File: src/rtl/shli_iterative_pkg.sv
// Shared helpers for the dataflow arithmetic blocks.
// Holds the constant ceil(log2) used to size counters and shift-amount registers.
package shli_iterative_pkg;

  // Ceiling log2 for elaboration-time sizing; returns 0 for values <= 1.
  function automatic int clog2(input int value);
    int res;
    res = 0;
    for (int i = 0; i < 31; i++) begin
      if ((32'sd1 <<< i) < value) begin
        res = i + 1;
      end else begin
        res = res;
      end
    end
    return res;
  endfunction

endpackage

File: src/rtl/shli_iterative_join.sv
// N-input valid/ready join: the output fires only when every input is valid,
// and each input is told ready only when all the others are valid too.
module join_type #(
  parameter int SIZE = 2
) (
  input  logic [SIZE-1:0] ins_valid,
  output logic [SIZE-1:0] ins_ready,
  output logic            outs_valid,
  input  logic            outs_ready
);

  logic others_s;

  // Join combine: ready for input i needs all other inputs valid and the consumer ready.
  always_comb begin
    ins_ready  = {SIZE{1'b0}};
    outs_valid = &ins_valid;
    others_s   = 1'b1;
    for (int i = 0; i < SIZE; i++) begin
      others_s = 1'b1;
      for (int j = 0; j < SIZE; j++) begin
        if (j != i) begin
          others_s = others_s & ins_valid[j];
        end else begin
          others_s = others_s;
        end
      end
      ins_ready[i] = others_s & outs_ready;
    end
  end

endmodule

File: src/rtl/shli_iterative.sv
// Multi-cycle logical left shifter: joins lhs/rhs, then shifts the accumulator
// by at most STEP bits per cycle until the clamped shift amount is consumed.
module shli_iterative
  import shli_iterative_pkg::*;
#(
  parameter int DATA_TYPE = 32,
  parameter int STEP      = 8
) (
  input  logic                 clk,
  input  logic                 rst,
  input  logic [DATA_TYPE-1:0] lhs,
  input  logic                 lhs_valid,
  input  logic [DATA_TYPE-1:0] rhs,
  input  logic                 rhs_valid,
  input  logic                 result_ready,
  output logic [DATA_TYPE-1:0] result,
  output logic                 result_valid,
  output logic                 lhs_ready,
  output logic                 rhs_ready
);

  localparam int REM_W = clog2(DATA_TYPE) + 1;

  localparam logic [1:0] IDLE_ENC = 2'd0;
  localparam logic [1:0] BUSY_ENC = 2'd1;
  localparam logic [1:0] DONE_ENC = 2'd2;

  typedef enum logic [1:0] {
    ST_IDLE = IDLE_ENC,
    ST_BUSY = BUSY_ENC,
    ST_DONE = DONE_ENC
  } state_t;

  localparam logic [DATA_TYPE-1:0] W_FULL   = DATA_TYPE'(DATA_TYPE);
  localparam logic [REM_W-1:0]     W_REM    = REM_W'(DATA_TYPE);
  localparam logic [REM_W-1:0]     STEP_REM = REM_W'(STEP);
  localparam logic [REM_W-1:0]     REM_ZERO = {REM_W{1'b0}};

  state_t                 state_r, state_n;
  logic [DATA_TYPE-1:0]   acc_r, acc_n;
  logic [REM_W-1:0]       rem_r, rem_n;
  logic [REM_W-1:0]       load_s;
  logic [REM_W-1:0]       step_s;
  logic                   result_valid_r;
  logic                   idle_s;
  logic                   outs_ready_s;
  logic                   accept_s;
  logic [1:0]             join_ready_s;

  assign idle_s       = (state_r == ST_IDLE);
  assign outs_ready_s = idle_s & ~rst;

  join_type #(
    .SIZE (2)
  ) u_join (
    .ins_valid  ({rhs_valid, lhs_valid}),
    .ins_ready  (join_ready_s),
    .outs_valid (accept_s),
    .outs_ready (outs_ready_s)
  );

  assign lhs_ready = join_ready_s[0];
  assign rhs_ready = join_ready_s[1];

  // Every upper bit of rhs takes part in the clamp, so huge amounts become exactly W.
  assign load_s = (rhs >= W_FULL) ? W_REM : rhs[REM_W-1:0];
  assign step_s = (rem_r > STEP_REM) ? STEP_REM : rem_r;

  // Next-state and datapath update for accept, per-cycle bounded shift, and output handshake.
  always_comb begin
    state_n = state_r;
    acc_n   = acc_r;
    rem_n   = rem_r;
    case (state_r)
      ST_IDLE: begin
        if (accept_s) begin
          acc_n   = lhs;
          rem_n   = load_s;
          state_n = (load_s == REM_ZERO) ? ST_DONE : ST_BUSY;
        end else begin
          state_n = ST_IDLE;
        end
      end
      ST_BUSY: begin
        acc_n = acc_r << step_s;
        rem_n = rem_r - step_s;
        if (rem_n == REM_ZERO) begin
          state_n = ST_DONE;
        end else begin
          state_n = ST_BUSY;
        end
      end
      ST_DONE: begin
        if (result_valid_r && result_ready) begin
          state_n = ST_IDLE;
        end else begin
          state_n = ST_DONE;
        end
      end
      default: begin
        state_n = ST_IDLE;
        acc_n   = {DATA_TYPE{1'b0}};
        rem_n   = REM_ZERO;
      end
    endcase
  end

  // State, accumulator and remaining-shift registers with synchronous reset.
  always_ff @(posedge clk) begin
    if (rst) begin
      state_r        <= ST_IDLE;
      acc_r          <= {DATA_TYPE{1'b0}};
      rem_r          <= REM_ZERO;
      result_valid_r <= 1'b0;
    end else begin
      state_r        <= state_n;
      acc_r          <= acc_n;
      rem_r          <= rem_n;
      result_valid_r <= (state_n == ST_DONE);
    end
  end

  assign result       = acc_r;
  assign result_valid = result_valid_r;

endmodule

File: config.mk
export PLATFORM = sky130hd
export DESIGN_NAME = shli_iterative
export DESIGN_NICKNAME = d
export VERILOG_FILES = /design/src/rtl/shli_iterative_pkg.sv /design/src/rtl/shli_iterative_join.sv /design/src/rtl/shli_iterative.sv
export SDC_FILE = /design/constraint.sdc
export NUM_CORES = 1
export LEC_CHECK = 0
export BUFFER_PORTS_ARGS = -buffer_cell sky130_fd_sc_hd__buf_4
export CORE_AREA = 2 2 99 101
export DETAILED_ROUTE_END_ITERATION = 10
export DIE_AREA = 0 0 101 103
export PLACE_DENSITY = 0.65
export SYNTH_ARGS = -nofsm -noshare
export SYNTH_HDL_FRONTEND = slang
export SYNTH_SLANG_ARGS = --single-unit
File: constraint.sdc
create_clock -name clk -period 2.2 [get_ports clk]
set_input_delay 0.11 -clock clk [delete_from_list [all_inputs] [get_ports clk]]
set_output_delay 0.11 -clock clk [all_outputs]
set_load 0.05 [all_outputs]
==> metrics.yaml <==
port_buffers: 103
worstMarginPinSlew_ns: 0.5101
yosysWarnings: 0
ant_nets: 0
setup_viol: 0
place.gp.congestion: 0.9330
place_ws_ns: -0.02567
finalWorstSetupSlack_ns: 0.08173
worstHoldStart: "rhs[0]"
syn_to_final_growth_pct: 36.82
hpwl_mm: 10.28
critPathCapture: "result[8]"
overflow: 0
seqPwrFrac_pct: 31.7
dieArea_sq_um: 10400
required_ns: 2.39
reg2reg_depth: 6
synthFlopType: "dfxtp_1"
drt_iter0_drc: 382
cts_tree: "done"
p_int_mw: 1.739
crit_type: "flip-flop to flip-flop"
maxCapViolations: 0
vdd_ir_drop_max_mv: 0.2906
power_mw: 2.909
hold_path.class: "primary input to flip-flop"
r2r_slack_ns: 0.08
power_density_nw_per_um2: 582.6
post-route-util_pct: 52.79
synthArstFlopShare_pct: 0
crit_start: "rem_r[3]"
avgRoutedWirePerCell_um: 19.51
synthCells: 492
n_fill_cell: 928
route.detailed.drc: 0
hold_violations: 0
fin_crit_sh_pct: 96.29
drive_gt1_share_pct: 33.39
combPwrFrac_pct: 45.4
cts_setup_buffers: 0
sw_frac_of_total_pct: 40.23
ios: 104
drtPass1Iterations: 5
cp_max_fo: 11
grt_pass1_wl_mm: 22.29
crit_arrival_ns: 2.31
diodes: 0
hold_buffers: 0
slew_headroom_pct: 65.99
dpl-instance-area_sq_um: 4826
holdWs_ns: 0.08710
nNetsFinal: 677
root_buffer: "clkbuf_8"
core_region_area_sq_um: 9459
ys_ff_latch: 41
rows: 36
cts_made_buffers: 5
start_kind: "flip-flop"
synth_area_per_cell_sq_um: 7.418
grt_max_degree: 46
drv_slew: 0
grt_pass1_vias: 4300
period_needed_ns: 2.118
crit-reg2reg-launch: "rem_r[3]"
cts.clk_slew.worst_paths_ns: 0.09
fp.dieW_um: 101
start_util_pct: 38.58
cts_htree_levels: 2
syn-cell-area_sq_um: 3650
max_freq_mhz: 472.1
power.switching_mw: 1.170
reg2reg_to: "result[8]"
synth_edf_count: 0
die_h_um: 103
insertion_delay_ns: 0.31
grt.total_usage_pct: 27.30
status: "complete, no violations"
end_kind: "flip-flop"
vias: 4522
p_clk_share_pct: 22.9
p_leak_nw: 2.120
stdcell_area_sq_um: 4994
antenna_found_initial: 0
syn-num-nets: 562
yosysSeqAreaShare_pct: 22.49
totalWireLength_mm: 14.08
cts.sinks: 41
viasPerCell: 6.263
synthDistinctLibCells: 54
cts_buffer_depth: 2
fin_skew_ns: 0.009155
==> through the flow <==
stage               instances  setup TNS [ns]
finish                    722               0
global route              722       -0.006838
CTS                       722               0
detailed placement        714        -0.02567
global placement          714        -0.02279
floorplan                 492         -0.6054
==> metal layers <==
layer  track usage (%)  routed length, um  vias to the layer above
li1                  -                  -                     2107
met1             35.85               5897                     2114
met2             45.64               6658                      267
met3             3.119               1161                       34
met4             11.43                365                        0
met5                 0                  0                        -
==> kinds of logic after synthesis <==
logic type / Yosys count / synth area share, %
other: 1 / 0.1027
buffers and inverters: 52 / 6.033
AO/OA/AOI/OAI: 188 / 33.87
AND/OR/NAND/NOR: 157 / 22.18
adder cells (fa/ha/maj): 1 / 0.3428
multiplexers: 52 / 14.98
flip-flops: 41 / 22.49
==> power by group through the flow <==
stage	Sequential [mW]	Clock, mW	Combinational [mW]
2_1_floorplan	1.10	0	0.619
3_3_place_gp	0.928	0	1.27
3_5_place_dp	0.929	0	1.29
4_1_cts	0.912	0.675	1.29
5_1_grt	0.931	0.691	1.42
6_report	0.922	0.667	1.32
==> layout by cell type (no fill, tap or decap), drive strengths merged, types with 9 or more instances in the layout <==
| cell | Yosys | final |
|---|---|---|
| nand2 | 38 | 38 |
| a2bb2oi | 9 | 9 |
| a211oi | 13 | 13 |
| nor4 | 11 | 11 |
| a21oi | 57 | 57 |
| nor2 | 50 | 50 |
| buf | 14 | 159 |
| a22oi | 12 | 12 |
| dfxtp | 41 | 41 |
| nand3 | 9 | 9 |
| mux2i | 41 | 41 |
| o22ai | 18 | 18 |
| nor3 | 10 | 10 |
| a221oi | 9 | 9 |
| o21ai | 31 | 31 |
| mux2 | 11 | 11 |
==> cells in the mapped netlist, types with 5 or more instances <==
cell	instances	share of area, %
mux2_2	11	3.4
nor2b_1	7	1.2
nor4_1	11	1.9
or3_1	5	0.86
a211oi_1	13	2.7
a221oi_1	8	1.9
a2bb2oi_1	9	2.2
nand2_1	38	3.9
o22ai_1	18	3.1
a222oi_1	8	2.2
o21ai_0	30	4.1
dfxtp_1	41	22
buf_2	8	1.1
nor2_1	50	5.1
o21bai_1	7	1.4
a22oi_1	11	2.3
nor3_1	9	1.2
or2_2	7	1.2
mux2i_1	40	11
a21oi_1	57	7.8
clkbuf_1	37	3.8
nand3_1	9	1.2
==> worst max-delay path, cell delays in order, from the launching register on <==
cell and delay [ns]:
dfxtp_1 0.37, or4b_4 0.56, buf_4 0.21, mux2i_1 0.18, a211oi_1 0.33, a211oi_1 0.07, nor4_1 0.28
==> state kept, by name, summed over array words and instances (netlist names) <==
register	flops
result	32
rem_r	6
state_r	2
result_valid	1
==> how the worst min path moves through the flow <==
stage | slack (ns) | depth (start not counted) | endpoint
after detailed placement | 0.40 | 3 | rem_r[0]
after global placement | 0.41 | 3 | rem_r[0]
final | 0.09 | 3 | rem_r[0]
after floorplan | 0.26 | 2 | rem_r[0]
after CTS | 0.08 | 3 | rem_r[0]
after global routing | 0.09 | 3 | rem_r[0]
==> final cells by class <==
type	instances	area, sq um	share of cell area (%)
Clock buffer	7	86.33	1.729
Timing Repair Buffer	159	1244	24.91
Sequential cell	41	822.0	16.46
Multi-Input combinational cell	399	2665	53.37
Tap cell	114	142.6	2.856
Inverter	1	3.754	0.07517
Clock inverter	1	30.03	0.6014
==> repair_timing <==
item                       CTS  global route
resized for setup            0            14
setup endpoints to repair    1            16
hold endpoints to repair     0             0
pin swaps                    1             3
(Power assumes the default switching activity.)
